--- src/rtl/can_tx_sched_pkg.sv ---
// can_pkg: shared frame-field widths and the scheduler state encoding
// Ports: none (package); imported by can_tx_sched, can_tx_arb and can_tx_sched_if.
package can_pkg;
  localparam int CAN_ID_W   = 29;
  localparam int CAN_DLC_W  = 4;
  localparam int CAN_DATA_W = 64;
  typedef enum logic [2:0] {IDLE, ARB, START, WAIT_BUSY, BUSY, EVAL} state_t;
endpackage

--- src/rtl/can_tx_sched_if.sv ---
// can_tx_sched_if: mailbox and transmitter signals of the CAN transmit scheduler
// Ports: none; master = scheduler view (mailbox/tx status in, pulses/frame out),
// slave = mailbox owner plus transmitter view.
interface can_tx_sched_if #(parameter int N_MB = 4);
  logic [N_MB-1:0]                       mb_req_i;
  logic [N_MB*can_pkg::CAN_ID_W-1:0]     mb_id_i;
  logic [N_MB*can_pkg::CAN_DLC_W-1:0]    mb_dlc_i;
  logic [N_MB*can_pkg::CAN_DATA_W-1:0]   mb_data_i;
  logic [N_MB-1:0]                       mb_done_o;
  logic [N_MB-1:0]                       mb_err_o;
  logic                                  tx_start_o;
  logic [can_pkg::CAN_ID_W-1:0]          tx_id_o;
  logic [can_pkg::CAN_DLC_W-1:0]         tx_dlc_o;
  logic [can_pkg::CAN_DATA_W-1:0]        tx_data_o;
  logic                                  tx_busy_i;
  logic                                  tx_lost_i;
  logic                                  tx_acknowledged_i;
  logic                                  sched_busy_o;
  modport master (
    input  mb_req_i, mb_id_i, mb_dlc_i, mb_data_i, tx_busy_i, tx_lost_i, tx_acknowledged_i,
    output mb_done_o, mb_err_o, tx_start_o, tx_id_o, tx_dlc_o, tx_data_o, sched_busy_o
  );
  modport slave (
    output mb_req_i, mb_id_i, mb_dlc_i, mb_data_i, tx_busy_i, tx_lost_i, tx_acknowledged_i,
    input  mb_done_o, mb_err_o, tx_start_o, tx_id_o, tx_dlc_o, tx_data_o, sched_busy_o
  );
endinterface

--- src/rtl/can_tx_sched_arb.sv ---
// can_tx_arb: combinational lowest-identifier mailbox selector
// Ports: i_req requesting mailboxes, i_id packed identifiers,
// o_grant winning index, o_valid at least one request present.
module can_tx_arb
  import can_pkg::*;
#(
  parameter int N_MB = 4,
  parameter int GW   = $clog2(N_MB)
) (
  input  logic [N_MB-1:0]          i_req,
  input  logic [N_MB*CAN_ID_W-1:0] i_id,
  output logic [GW-1:0]            o_grant,
  output logic                     o_valid
);
  logic [CAN_ID_W-1:0] w_best;
  // strict less-than keeps the lower index on equal identifiers
  always_comb begin
    o_grant = '0;
    o_valid = 1'b0;
    w_best  = '0;
    for (int k = 0; k < N_MB; k++)
      if (i_req[k] && (!o_valid || i_id[k*CAN_ID_W +: CAN_ID_W] < w_best)) begin
        o_grant = GW'(k);
        o_valid = 1'b1;
        w_best  = i_id[k*CAN_ID_W +: CAN_ID_W];
      end
  end
endmodule

--- src/rtl/can_tx_sched.sv ---
// can_tx_sched: picks the lowest-ID pending mailbox and sequences it through the CAN transmitter
// Ports: clk_i clock, rst_i async active-low reset, bus (can_tx_sched_if.master) mailbox
// requests/fields in, done/err pulses out, start strobe and frame fields to the transmitter.
// Build option: define CAN_TX_SCHED_RETRY_EN to retry lost frames up to MAX_RETRY attempts;
// otherwise every lost frame errors at once.
module can_tx_sched
  import can_pkg::*;
#(
  parameter int N_MB      = 4,
  parameter int MAX_RETRY = 8,
  parameter int START_TMO = 15
) (
  input logic             clk_i,
  input logic             rst_i,
  can_tx_sched_if.master  bus
);
  localparam int GW = $clog2(N_MB);
  localparam int TW = $clog2(START_TMO + 1);
  state_t                r_state, w_next;
  logic [GW-1:0]         r_grant, w_grant;
  logic                  w_valid, w_limit;
  logic [TW-1:0]         r_tmo;
  logic [N_MB-1:0]       r_mask, w_req, w_done, w_err;
  logic [CAN_ID_W-1:0]   r_id;
  logic [CAN_DLC_W-1:0]  r_dlc;
  logic [CAN_DATA_W-1:0] r_data;
  if (N_MB < 2 || N_MB > 8 || MAX_RETRY < 1 || MAX_RETRY > 15 || START_TMO < 1) begin : g_bad_param
    $error("can_tx_sched: parameter out of range");
  end
  // a mailbox that just pulsed cannot start a new arbitration in the following cycle
  assign w_req = bus.mb_req_i & ~r_mask;
  can_tx_arb #(.N_MB(N_MB)) u_arb (
    .i_req   (w_req),
    .i_id    (bus.mb_id_i),
    .o_grant (w_grant),
    .o_valid (w_valid)
  );
`ifdef CAN_TX_SCHED_RETRY_EN
  logic [3:0] r_retry;
  // true when the attempt being evaluated is the last one allowed
  assign w_limit = r_retry == 4'(MAX_RETRY - 1);
  always_ff @(posedge clk_i or negedge rst_i)
    if (!rst_i) r_retry <= '0;
    else if (r_state == ARB && w_valid && w_grant != r_grant) r_retry <= '0;
    else if (r_state == EVAL) r_retry <= (bus.tx_acknowledged_i || w_limit) ? '0 : r_retry + 4'd1;
    else if (|w_err) r_retry <= '0;
`else
  assign w_limit = 1'b1;
`endif
  always_comb begin
    w_next = r_state;
    w_done = '0;
    w_err  = '0;
    case (r_state)
      IDLE:      w_next = |w_req ? ARB : IDLE;
      ARB:       w_next = w_valid ? START : IDLE;
      START:     w_next = WAIT_BUSY;
      WAIT_BUSY: if (bus.tx_busy_i) w_next = BUSY;
                 else if (r_tmo == TW'(START_TMO - 1)) begin
                   w_next         = IDLE;
                   w_err[r_grant] = 1'b1;
                 end
      BUSY:      w_next = bus.tx_busy_i ? BUSY : EVAL;
      EVAL: begin
        w_next          = IDLE;
        w_done[r_grant] = bus.tx_acknowledged_i;
        w_err[r_grant]  = !bus.tx_acknowledged_i && w_limit;
      end
      default:   w_next = IDLE;
    endcase
  end
  always_ff @(posedge clk_i or negedge rst_i)
    if (!rst_i) begin
      r_state <= IDLE;
      r_grant <= '0;
      r_tmo   <= '0;
      r_mask  <= '0;
      r_id    <= '0;
      r_dlc   <= '0;
      r_data  <= '0;
    end else begin
      r_state <= w_next;
      r_mask  <= w_done | w_err;
      r_tmo   <= (r_state == WAIT_BUSY) ? r_tmo + 1'b1 : '0;
      if (r_state == ARB && w_valid) begin
        r_grant <= w_grant;
        r_id    <= bus.mb_id_i[w_grant*CAN_ID_W +: CAN_ID_W];
        r_dlc   <= bus.mb_dlc_i[w_grant*CAN_DLC_W +: CAN_DLC_W];
        r_data  <= bus.mb_data_i[w_grant*CAN_DATA_W +: CAN_DATA_W];
      end
    end
  assign bus.mb_done_o    = w_done;
  assign bus.mb_err_o     = w_err;
  assign bus.tx_start_o   = r_state == START;
  assign bus.sched_busy_o = r_state != IDLE;
  assign bus.tx_id_o      = r_id;
  assign bus.tx_dlc_o     = r_dlc;
  assign bus.tx_data_o    = r_data;
endmodule

--- src/flat_wrapper.sv ---
// flat-port wrapper written by rule: the top's interface ports become plain ports
module can_tx_sched_flat import can_pkg::*;
#(
  parameter int N_MB      = 4,
  parameter int MAX_RETRY = 8,
  parameter int START_TMO = 15
)
  (clk_i, rst_i, bus_mb_req_i, bus_mb_id_i, bus_mb_dlc_i, bus_mb_data_i, bus_tx_busy_i, bus_tx_lost_i, bus_tx_acknowledged_i, bus_mb_done_o, bus_mb_err_o, bus_tx_start_o, bus_tx_id_o, bus_tx_dlc_o, bus_tx_data_o, bus_sched_busy_o);
  can_tx_sched_if #(.N_MB(N_MB)) bus_i ();
  input logic clk_i;
  input logic rst_i;
  input wire logic [$bits(bus_i.mb_req_i)-1:0] bus_mb_req_i;
  input wire logic [$bits(bus_i.mb_id_i)-1:0] bus_mb_id_i;
  input wire logic [$bits(bus_i.mb_dlc_i)-1:0] bus_mb_dlc_i;
  input wire logic [$bits(bus_i.mb_data_i)-1:0] bus_mb_data_i;
  input wire logic [$bits(bus_i.tx_busy_i)-1:0] bus_tx_busy_i;
  input wire logic [$bits(bus_i.tx_lost_i)-1:0] bus_tx_lost_i;
  input wire logic [$bits(bus_i.tx_acknowledged_i)-1:0] bus_tx_acknowledged_i;
  output wire logic [$bits(bus_i.mb_done_o)-1:0] bus_mb_done_o;
  output wire logic [$bits(bus_i.mb_err_o)-1:0] bus_mb_err_o;
  output wire logic [$bits(bus_i.tx_start_o)-1:0] bus_tx_start_o;
  output wire logic [$bits(bus_i.tx_id_o)-1:0] bus_tx_id_o;
  output wire logic [$bits(bus_i.tx_dlc_o)-1:0] bus_tx_dlc_o;
  output wire logic [$bits(bus_i.tx_data_o)-1:0] bus_tx_data_o;
  output wire logic [$bits(bus_i.sched_busy_o)-1:0] bus_sched_busy_o;
  assign bus_i.mb_req_i = bus_mb_req_i;
  assign bus_i.mb_id_i = bus_mb_id_i;
  assign bus_i.mb_dlc_i = bus_mb_dlc_i;
  assign bus_i.mb_data_i = bus_mb_data_i;
  assign bus_i.tx_busy_i = bus_tx_busy_i;
  assign bus_i.tx_lost_i = bus_tx_lost_i;
  assign bus_i.tx_acknowledged_i = bus_tx_acknowledged_i;
  assign bus_mb_done_o = bus_i.mb_done_o;
  assign bus_mb_err_o = bus_i.mb_err_o;
  assign bus_tx_start_o = bus_i.tx_start_o;
  assign bus_tx_id_o = bus_i.tx_id_o;
  assign bus_tx_dlc_o = bus_i.tx_dlc_o;
  assign bus_tx_data_o = bus_i.tx_data_o;
  assign bus_sched_busy_o = bus_i.sched_busy_o;
  can_tx_sched #(.N_MB(N_MB), .MAX_RETRY(MAX_RETRY), .START_TMO(START_TMO)) u_core (.clk_i(clk_i), .rst_i(rst_i), .bus(bus_i));
endmodule
--- config.mk ---
export PLATFORM = sky130hd
export DESIGN_NAME = can_tx_sched_flat
export DESIGN_NICKNAME = d
export VERILOG_FILES = /design/src/rtl/can_tx_sched_pkg.sv /design/src/rtl/can_tx_sched_if.sv /design/src/rtl/can_tx_sched_arb.sv /design/src/rtl/can_tx_sched.sv /design/src/flat_wrapper.sv
export SDC_FILE = /design/constraint.sdc
export NUM_CORES = 1
export LEC_CHECK = 0
export CAP_MARGIN = 20
export CORE_AREA = 5 5 194 196
export CTS_CLUSTER_DIAMETER = 200
export DETAILED_ROUTE_END_ITERATION = 12
export DIE_AREA = 0 0 199 201
export GPL_TIMING_DRIVEN = 0
export PLACE_DENSITY_LB_ADDON = 0.05
export SLEW_MARGIN = 5
export SYNTH_ARGS = -nofsm -noshare
export SYNTH_HDL_FRONTEND = slang
export SYNTH_SLANG_ARGS = --single-unit
export TNS_END_PERCENT = 5
--- constraint.sdc ---
create_clock -name clk_i -period 16 [get_ports clk_i]
set_input_delay 2.4 -clock clk_i [delete_from_list [all_inputs] [get_ports clk_i]]
set_output_delay 2.4 -clock clk_i [all_outputs]
set_load 0.1 [all_outputs]
=== Word-level counts from Yosys, hierarchy flattened ===
Cells that the tools add are included.

* Register bits: 110
* Input bits: 397
* Output and inout bits: 107
* Word-level logic and storage cells: 67

* $add $sub $neg: 1
* Multiply operators: 1
* $lt $le $gt $ge: 5
* Equal/unequal tests: 7
* Shifts and indexed selects: 3
* Multiplexer cells: 23
* Bitwise operators: 5
* Reductions and logical operators: 15

{| class="wikitable"
|+ Operator list
! cell !! count
|-
| 256-bit by 9-bit indexed part select with 64-bit output || 1
|-
| 116-bit by 8-bit indexed part select with 29-bit output || 1
|-
| 29-bit less-than comparator || 3
|-
| 29-bit two-way mux || 3
|-
| 4-bit two-way mux || 4
|-
| 16-bit by 5-bit indexed part select with 4-bit output || 1
|-
| 3-bit one-hot mux with 5 select lines || 1
|-
| 4-bit bitwise AND || 3
|-
| 1-bit two-way mux || 8
|-
| 4-bit one-hot mux with 2 select lines || 1
|-
| 2-bit by 5-bit multiplier with 7-bit output (second input constant) || 1
|-
| 3-bit by 2-bit equality test with 1-bit output (second input constant) || 2
|-
| 3-bit equality test (second input constant) || 2
|-
| 2-bit two-way mux || 3
|-
| 3-bit two-way mux || 2
|-
| 1-bit logical AND || 5
|-
| 4-bit by 1-bit adder with 4-bit output (second input constant) || 1
|-
| 4-bit equality test (second input constant) || 1
|-
| 1-bit zero test || 4
|-
| 4-bit NOT || 1
|-
| 4-bit OR || 1
|-
| 4-bit OR reduction || 1
|-
| 3-bit by 1-bit equality test with 1-bit output (second input constant) || 1
|-
| 3-bit zero test || 1
|-
| other kinds (6) || 8
|}

=== Logic depth before layout (Yosys ltp) ===
Gate-level depths: netlist of run 1.

* Depth after elaboration: 17
* Gate-level depth with buffers: 38
* Gate-level depth less buffers: 28

=== Modules after synthesis ===
From an unflattened synthesis of run 1, not the netlist that was laid out.

* Cell total of the unflattened synthesis: 802
* Area, all modules: 9586.7 µm²

{| class="wikitable"
|+ By module, submodules not included
! module !! times used !! cells each !! area an instance (µm²) !! seq. area each (µm²)
|-
| can_tx_sched || 1 || 393 || 6550.0 || 2752.6
|-
| can_tx_arb || 1 || 409 || 3036.7 || 0.0
|}

=== Least setup slack after synthesis of run 1 ===
Ideal clock, no wire load.

* Kind: input to register
* From: in bus_mb_req_i[0]
* To: reg u_core.r_id[10], in the netlist u_core.bus.tx_id_o[10]
* Library setup time: 0.082 ns
* Data arrival time: 10.368 ns
* Data required time: 15.918 ns
* Setup slack: 5.551 ns
* Stages on the path: 37
* Path buffers: 10
* Cell sequence: and2b_1 clkbuf_1 clkbuf_1 nand2_1 ha_1 a21o_1 a21o_1 or4_1 a211oi_1 buf_4 buf_4 clkbuf_1 a22oi_1 ha_1 nand4_1 nor4_1 a211oi_1 a21oi_1 and3b_1 a221oi_2 buf_2 buf_1 nand2_1 o21ai_0 ha_1 a21o_1 a21o_1 a2111oi_0 nor4_1 a211oi_1 o311a_1 a32o_1 buf_2 buf_2 buf_2 nand2_1 a31oi_1

* Longest elaborated chain between the ends: 16
* Elaborated cells between the ends (all ways): 26
* Those cells by class: mul (1); order compare (3); shift (1); mux (10); bitwise (1); reduce/logical (10)

{| class="wikitable"
|+ Ends and longest elaborated chain
! item !! RTL line !! source
|-
| start, declared || flat_wrapper.sv:12 || <nowiki>input wire logic [$bits(bus_i.mb_req_i)-1:0] bus_mb_req_i;</nowiki>
|-
| 4-bit bitwise AND (*) || can_tx_sched.sv:31 || <nowiki>assign w_req = bus.mb_req_i & ~r_mask;</nowiki>
|-
| 29-bit two-way mux or 1-bit two-way mux (tied branches) || can_tx_sched_arb.sv:22 || <nowiki>if (i_req[k] && (!o_valid || i_id[k*CAN_ID_W +: CAN_ID_W] < w_best)) begin</nowiki>
|-
| 29-bit less-than comparator or 1-bit zero test (tied branches) || can_tx_sched_arb.sv:22 ||
|-
| 1-bit logical OR || can_tx_sched_arb.sv:22 ||
|-
| 1-bit logical AND || can_tx_sched_arb.sv:22 ||
|-
| 29-bit two-way mux or 1-bit two-way mux (tied branches) || can_tx_sched_arb.sv:22 ||
|-
| 29-bit less-than comparator or 1-bit zero test (tied branches) || can_tx_sched_arb.sv:22 ||
|-
| 1-bit logical OR || can_tx_sched_arb.sv:22 ||
|-
| 1-bit logical AND || can_tx_sched_arb.sv:22 ||
|-
| 29-bit two-way mux or 1-bit two-way mux (tied branches) || can_tx_sched_arb.sv:22 ||
|-
| 29-bit less-than comparator or 1-bit zero test (tied branches) || can_tx_sched_arb.sv:22 ||
|-
| 1-bit logical OR || can_tx_sched_arb.sv:22 ||
|-
| 1-bit logical AND || can_tx_sched_arb.sv:22 ||
|-
| 2-bit two-way mux || can_tx_sched_arb.sv:22 ||
|-
| 2-bit by 5-bit multiplier with 7-bit output || can_tx_sched.sv:87 || <nowiki>r_id <= bus.mb_id_i[w_grant*CAN_ID_W +: CAN_ID_W];</nowiki>
|-
| 116-bit by 8-bit indexed part select with 29-bit output || can_tx_sched.sv:87 ||
|-
| end signal, assigned || can_tx_sched.sv:87 ||
|-
| end, declared || can_tx_sched.sv:24 || <nowiki>logic [CAN_ID_W-1:0] r_id;</nowiki>
|}

Every way passes the cells marked *; elsewhere a longest branch is shown, timed or not.
A chain may end at the register's enable or synchronous reset.

=== Final worst setup path of run 1 ===
* From: in bus_mb_req_i[0]
* To: reg u_core.r_id[9], in the netlist u_core.bus.tx_id_o[9]

The elaborated chain is that of the path after synthesis.

==> results of run 1 <==
routing by layer:
| layer | global-route usage, % | part of all wire (%) |
|---|---|---|
| met1 | 31.3 | 41 |
| met5 | 0 | 0.066 |
| met3 | 5.10 | 6.9 |
| met2 | 43.5 | 49 |
| met4 | 8.13 | 3.1 |
flip-flops by register name (all words and copies together) (netlist names):
signal / flops
u_core.bus.tx_data_o: 64
u_core.bus.tx_id_o: 29
u_core.bus.tx_dlc_o: 4
u_core.r_mask: 4
u_core.r_tmo: 4
u_core.r_state: 3
u_core.r_grant: 2
cells in the final DEF (no fill, tap or decap), types with 3 or more instances in the layout:
cell / n
a211oi_1: 9
nor2_1: 124
clkdlybuf4s50_1: 501
mux2i_1: 97
a21oi_1: 31
nor2b_1: 3
buf_2: 32
nand2b_1: 4
nor3_1: 10
clkbuf_1: 56
nand4_1: 14
inv_6: 3
inv_1: 5
a31oi_1: 100
nor3b_1: 4
clkbuf_16: 9
diode_2: 3
o21ai_0: 40
dfrtp_1: 110
buf_4: 4
nand2_1: 270
o211ai_1: 98
nor4b_1: 3
ha_1: 86
a22oi_1: 30
nand3_1: 10
a21o_1: 12
final cells by class:
class	instances	area, um2
Multi-Input combinational cell	981	6220
Tap cell	468	586
Sequential cell	110	2750
Fill cell	3730	20600
Inverter	5	18.8
Antenna cell	3	7.51
Buffer	93	412
Clock buffer	11	233
Timing Repair Buffer	503	5050
Clock inverter	5	40.0
power groups by stage:
stage	sequential (uW)	combinational, uW	clock [uW]
final	489	2140	230
after global routing	505	2250	246
after CTS	490	2160	237
after detailed placement	495	2150	0
after global placement	490	2140	0
after floorplan	1360	592	0
metrics by stage:
stage	area (um2)	worst slack (ns)	util [%]	total power [uW]
after floorplan	9400	5.55	-	1950
after global placement	15000	1.22	41.8	2630
after CTS	15300	1.53	42.6	2880
final	15300	1.37	42.7	2860
after detailed placement	15000	1.23	41.9	2650
after global routing	15300	0.814	42.7	3000
worst register-to-register path, delay by kind of cell, from the launching register on:
kind	cells	cell delay, ns
buf+inv	10	4.20
compound gates	16	5.01
flops	1	0.37
simple gates	9	1.88
fa+ha+maj	3	0.99
kinds of logic (layout without fill, tap and decap cells):
family,Yosys count,count (layout),synth area share [%]
simple gates,455,455,19.8
compound gates,341,341,24.4
flops,110,110,29.3
buf+inv,98,617,4.58
mux,97,97,10.3
fa+ha+maj,86,86,11.4
xor+xnor,2,2,0.186
other cells,0,3,0
final timing paths:
| kind | end | slack [ns] | cells past startpoint |
|---|---|---|---|
| setup reg to reg | u_core.bus.tx_id_o[9]$_DFFE_PN0P_ | 3.53 | 38 |
| max in group asynchronous | u_core.bus.tx_data_o[8]$_DFFE_PN0P_ | 13.27 | 2 |
| hold reg to reg | u_core.r_tmo[0]$_DFF_PN0_ | 0.49 | 1 |
| setup / recovery | u_core.bus.tx_id_o[9]$_DFFE_PN0P_ | 1.37 | 39 |
| min in group asynchronous | u_core.bus.tx_id_o[9]$_DFFE_PN0P_ | 1.98 | 1 |
| hold / removal | u_core.r_tmo[0]$_DFF_PN0_ | 0.49 | 1 |
==> results.sh, run 1 <==
export IMPL_drv_cap=0
export IMPL_synth_top_cells_by_area="dfrtp_1 (29%), ha_1 (11%), nand2_1 (11%)"
export IMPL_post_cts_buffers=0
export IMPL_grt_overflow=0
export IMPL_p_comb_share_pct=74.9
export IMPL_cts_resized_gates=0
export IMPL_drt_iter0_drc=594
export IMPL_dp_hpwl_um=43200
export IMPL_hold_path_class="flop to flop"
export IMPL_relSlewSlack_pct=21.4
export IMPL_crit_required_ns=16.28
export IMPL_dp_cells=2160
export IMPL_cts_buffers=9
export IMPL_criticalPathCategory="input pin to flop"
export IMPL_tns_ns=0
export IMPL_portBuffers=502
export IMPL_synth_top_area_share_pct=29.3
export IMPL_seqPwrFrac_pct=17.1
export IMPL_async_flop_share_pct=100
export IMPL_switching_power_uw=1780
export IMPL_synth_ff_type="dfrtp_1"
export IMPL_avgViaCountPerCell=5.20
export IMPL_area_growth_pct=63.0
export IMPL_r2r_start="u_core.r_mask[0]$_DFF_PN0_"
export IMPL_yosys_top_cells_count="nand2_1 (270), nor2_1 (124), dfrtp_1 (110)"
export IMPL_worst_pin_slew_ns=1.18
export IMPL_h_tree_depth=3
export IMPL_synth_cell_type_count=56
export IMPL_min_from="u_core.r_tmo[0]$_DFF_PN0_"
export IMPL_grt_pass1_vias=11600
export IMPL_die_w_um=199
export IMPL_routedWlPerCell_um=24.3
export IMPL_postSynthCellCount=1189
export IMPL_clock_sinks=110
export IMPL_p_clk_share_pct=8.0
export IMPL_swShare_pct=62.1
export IMPL_drive_gt1_share_pct=3.45
export IMPL_cts_tree="done"
export IMPL_power_internal_uw=1080
export IMPL_drt_wl_total_um=53100
export IMPL_root_buffer="clkbuf_16"
export IMPL_drv_slew=0
export IMPL_synth_most_common_cell="nand2_1"
export IMPL_drc=0
export IMPL_arrival_ns=14.91
export IMPL_grt_pass1_wl_um=76100
export IMPL_drtPass1Iterations=5
export IMPL_clockBufferDepth=2
export IMPL_fin_crit_sh_pct=91.5
export IMPL_die_y_um=201
export IMPL_rsz0062_at_grt="false"
export IMPL_fin_cells=2179
export IMPL_antenna_found_initial=6
export IMPL_ys_seq_area_share_pct=29.3
export IMPL_fin_worst_skew_ns=0.0143
export IMPL_cp_end_kind="flop"
export IMPL_p_leak_uw=0.00618
export IMPL_max_freq_mhz=68.3
export IMPL_syn_area_mm2=0.00940
export IMPL_vias=11300
export IMPL_synthesis_nets=1672
export IMPL_clkTransAtPathRegs_ns=0.08
export IMPL_p_per_area_mw_per_mm2=187
export IMPL_cpPeakStageDelay_ns=0.80
export IMPL_cp_max_fo=10
export IMPL_whs_ns=0.494
export IMPL_ys_seq_elements=110
export IMPL_cp_slowest_cell="a221oi_2"
export IMPL_ant_nets=0
export IMPL_synth_edff_count=0
export IMPL_setup_viol=0
export IMPL_rows=70
export IMPL_status="finished, final reports clean"
export IMPL_yosys_area_top_type="dfrtp_1"
export IMPL_core_area_mm2=0.0359
export IMPL_max_vdd_ir_drop_mv=0.122
export IMPL_ios=504
export IMPL_routabilityCongestion=0.875
export IMPL_insertion_delay_ns=0.36
export IMPL_grt_usage_pct=25.2
export IMPL_final_net_count=2186
export IMPL_path_buf_inv=11
export IMPL_path_common_cell="buf_2"
export IMPL_critical_path_top_delay_family="compound AO/OA/AOI/OAI gates"
export IMPL_synth_warnings=0
export IMPL_dieArea_mm2=0.0400
export IMPL_synth_area_per_cell_um2=7.91
export IMPL_initial_core_util_pct=26.2
export IMPL_holdBufCountCts=0
export IMPL_period_needed_ns=14.63
export IMPL_start_kind="input pin"
export IMPL_grt_max_degree=59
export IMPL_hold_violations=0
export IMPL_crit_start="bus_mb_req_i[0]"
No activity file was read; power rests on OpenSTA's default activity.
==> inputs of run 2 (changes only) <==
--- a/config.mk
+++ b/config.mk
@@ -8,6 +8,7 @@
 export CAP_MARGIN = 20
 export CORE_AREA = 5 5 194 196
 export CTS_CLUSTER_DIAMETER = 200
+export CTS_CLUSTER_SIZE = 8
 export DETAILED_ROUTE_END_ITERATION = 12
 export DIE_AREA = 0 0 199 201
 export GPL_TIMING_DRIVEN = 0
==> results of run 2 <==
The final DEF is identical to that of run 1; final timing and power are the same.
==> inputs of run 3 (changes only) <==
--- a/config.mk
+++ b/config.mk
@@ -5,12 +5,13 @@
 export SDC_FILE = /design/constraint.sdc
 export NUM_CORES = 1
 export LEC_CHECK = 0
+export ABC_AREA = 1
 export CAP_MARGIN = 20
-export CORE_AREA = 5 5 194 196
+export CORE_MARGIN = 3
+export CORE_UTILIZATION = 32
 export CTS_CLUSTER_DIAMETER = 200
 export CTS_CLUSTER_SIZE = 8
 export DETAILED_ROUTE_END_ITERATION = 12
-export DIE_AREA = 0 0 199 201
 export GPL_TIMING_DRIVEN = 0
 export PLACE_DENSITY_LB_ADDON = 0.05
 export SLEW_MARGIN = 5
==> results.sh, run 3 <==
export IMPL_cpPeakStageDelay_ns=0.67
export IMPL_dieArea_mm2=0.0382
export IMPL_fin_worst_skew_ns=0.00811
export IMPL_drt_iter0_drc=922
export IMPL_p_total_uw=2940
export IMPL_drv_slew=0
export IMPL_cp_end_kind="flop"
export IMPL_period_needed_ns=11.61
export IMPL_setup_viol=0
export IMPL_initial_core_util_pct=32.8
export IMPL_cp_slowest_cell="buf_1"
export IMPL_yosys_top_cells_count="nand2_1 (660), nor2_1 (234), inv_1 (228)"
export IMPL_routedWlPerCell_um=19.2
export IMPL_grt_pass1_wl_um=82800
export IMPL_drt_wl_total_um=55500
export IMPL_final_common_cell="nand2_1"
export IMPL_h_tree_depth=3
export IMPL_final_net_count=2916
export IMPL_insertion_delay_ns=0.37
export IMPL_area_growth_pct=52.0
export IMPL_cp_max_fo=10
export IMPL_clockBufferDepth=2
export IMPL_p_leak_uw=0.00877
export IMPL_grt_pass1_vias=13800
export IMPL_clkTransAtPathRegs_ns=0.08
export IMPL_avgViaCountPerCell=4.86
export IMPL_root_buffer="clkbuf_16"
export IMPL_core_area_mm2=0.0350
export IMPL_rows=68
export IMPL_path_common_cell="nand2_1"
export IMPL_fillers=3694
export IMPL_worst_pin_slew_ns=1.11
export IMPL_grt_overflow=0
export IMPL_multi_input_area_mm2=0.00730
export IMPL_postLayoutCellArea_mm2=0.0174
export IMPL_grt_max_degree=71
export IMPL_synth_ff_type="dfrtp_1"
export IMPL_crit_required_ns=16.26
export IMPL_ios=504
export IMPL_regArea_mm2=0.00275
export IMPL_ys_seq_area_share_pct=24.0
export IMPL_drive_gt1_share_pct=3.65
export IMPL_synth_most_common_cell="nand2_1"
export IMPL_p_per_area_mw_per_mm2=168
export IMPL_hold_violations=0
export IMPL_synthesis_nets=2400
export IMPL_cts_resized_gates=0
export IMPL_hold_path_class="flop to flop"
export IMPL_start_kind="input pin"
export IMPL_dp_hpwl_um=45000
export IMPL_grt_usage_pct=28.1
export IMPL_synth_cell_type_count=32
export IMPL_cts_buffers=9
export IMPL_max_freq_mhz=86.1
export IMPL_holdBufCountCts=0
export IMPL_relSlewSlack_pct=25.6
export IMPL_fin_crit_sh_pct=72.6
export IMPL_status="finished, final reports clean"
export IMPL_drc=0
export IMPL_ys_seq_elements=110
export IMPL_ant_nets=0
export IMPL_synth_top_area_share_pct=24.0
export IMPL_portBuffers=502
export IMPL_criticalPathCategory="input pin to flop"
export IMPL_place_area_mm2=0.0171
export IMPL_synth_warnings=0
export IMPL_postSynthCellCount=1917
export IMPL_arrival_ns=11.87
export IMPL_synth_top_cells_by_area="dfrtp_1 (24%), nand2_1 (22%), ha_1 (9.4%)"
export IMPL_max_vdd_ir_drop_mv=0.157
export IMPL_cts_tree="done"
export IMPL_rsz0062_at_grt="false"
export IMPL_drtPass1Iterations=8
export IMPL_antenna_found_initial=11
export IMPL_routabilityCongestion=0.961
export IMPL_largest_reg_flops=64
export IMPL_die_w_um=195
export IMPL_syn_area_mm2=0.0115
export IMPL_whs_ns=0.480
export IMPL_yosys_area_top_type="dfrtp_1"
export IMPL_post_cts_buffers=0
export IMPL_synth_area_per_cell_um2=5.99
export IMPL_die_y_um=195
export IMPL_synth_edff_count=0
export IMPL_vias=14100
export IMPL_final_cell_mix="nand2_1 (660), clkdlybuf4s50_1 (501), nor2_1 (234)"
export IMPL_tns_ns=0
export IMPL_clock_sinks=110
export IMPL_drv_cap=0
export IMPL_async_flop_share_pct=100
run 3: changes by cell type after synthesis, moves of 95 or more:
cell / delta
nand3_1: +203
nor2_1: +110
o211ai_1: -98
mux2i_1: -97
inv_1: +223
a31oi_1: -100
nand3b_1: +95
nand2_1: +390
run 3: routing by layer:
metal,wire [um],GRT usage [%]
met1,22300,34.2
met2,27200,49.7
met3,4750,7.14
met4,1150,6.58
met5,121,0
run 3: cell families after synthesis:
| group | share of synthesized area [%] |
|---|---|
| adder cells (fa/ha/maj) | 9.38 |
| flip-flops | 24.0 |
| AO/OA/AOI/OAI | 7.20 |
| XOR/XNOR | 0.153 |
| AND/OR/NAND/NOR | 46.9 |
| buffers and inverters | 12.4 |
run 3: worst max-delay path: cells and delay by family:
family                   cells  cell delay [ns]
adder cells (fa/ha/maj)      3             0.95
AND/OR/NAND/NOR             30             4.01
buffers and inverters        9             3.37
AO/OA/AOI/OAI                7             1.11
run 3: final timing paths:
kind                                                      start                              endpoint  slack (ns)  depth (start not counted)
min                        u_core.bus.tx_data_o[33]$_DFFE_PN0P_  u_core.bus.tx_data_o[33]$_DFFE_PN0P_        0.48                          2
max                                             bus_mb_req_i[0]  u_core.bus.tx_data_o[58]$_DFFE_PN0P_        4.39                         49
max reg2reg                          u_core.r_mask[0]$_DFF_PN0_  u_core.bus.tx_data_o[58]$_DFFE_PN0P_        6.47                         49
min reg2reg                u_core.bus.tx_data_o[33]$_DFFE_PN0P_  u_core.bus.tx_data_o[33]$_DFFE_PN0P_        0.48                          2
max in group asynchronous                                 rst_i   u_core.bus.tx_data_o[9]$_DFFE_PN0P_       13.32                          2
min in group asynchronous                                 rst_i     u_core.bus.tx_id_o[4]$_DFFE_PN0P_        1.94                          1
run 3: power breakdown:
group / leakage, uW / switching (uW) / internal [uW]
Combinational: 0.00726 / 1620 / 573
Sequential: 0.00136 / 73.6 / 412
Clock: 0.000159 / 117 / 142
run 3: layout make-up:
cell class | instances | area share [%]
Buffer | 114 | 3.24
Inverter | 229 | 4.93
Clock inverter | 5 | 0.473
Clock buffer | 10 | 1.37
Sequential cell | 110 | 15.8
Multi-Input combinational cell | 1464 | 41.8
Antenna cell | 2 | 0.0287
Tap cell | 455 | 3.26
Timing Repair Buffer | 505 | 29.1
run 3: per-stage QoR:
| stage | worst slack, ns | cells | util (%) |
|---|---|---|---|
| final | 4.39 | 2894 | 49.9 |
| after global routing | 3.84 | 2894 | 49.9 |
| after CTS | 4.48 | 2892 | 49.9 |
| after detailed placement | 4.10 | 2877 | 48.9 |
| after global placement | 4.09 | 2874 | 48.8 |
| after floorplan | 7.86 | 1917 | - |
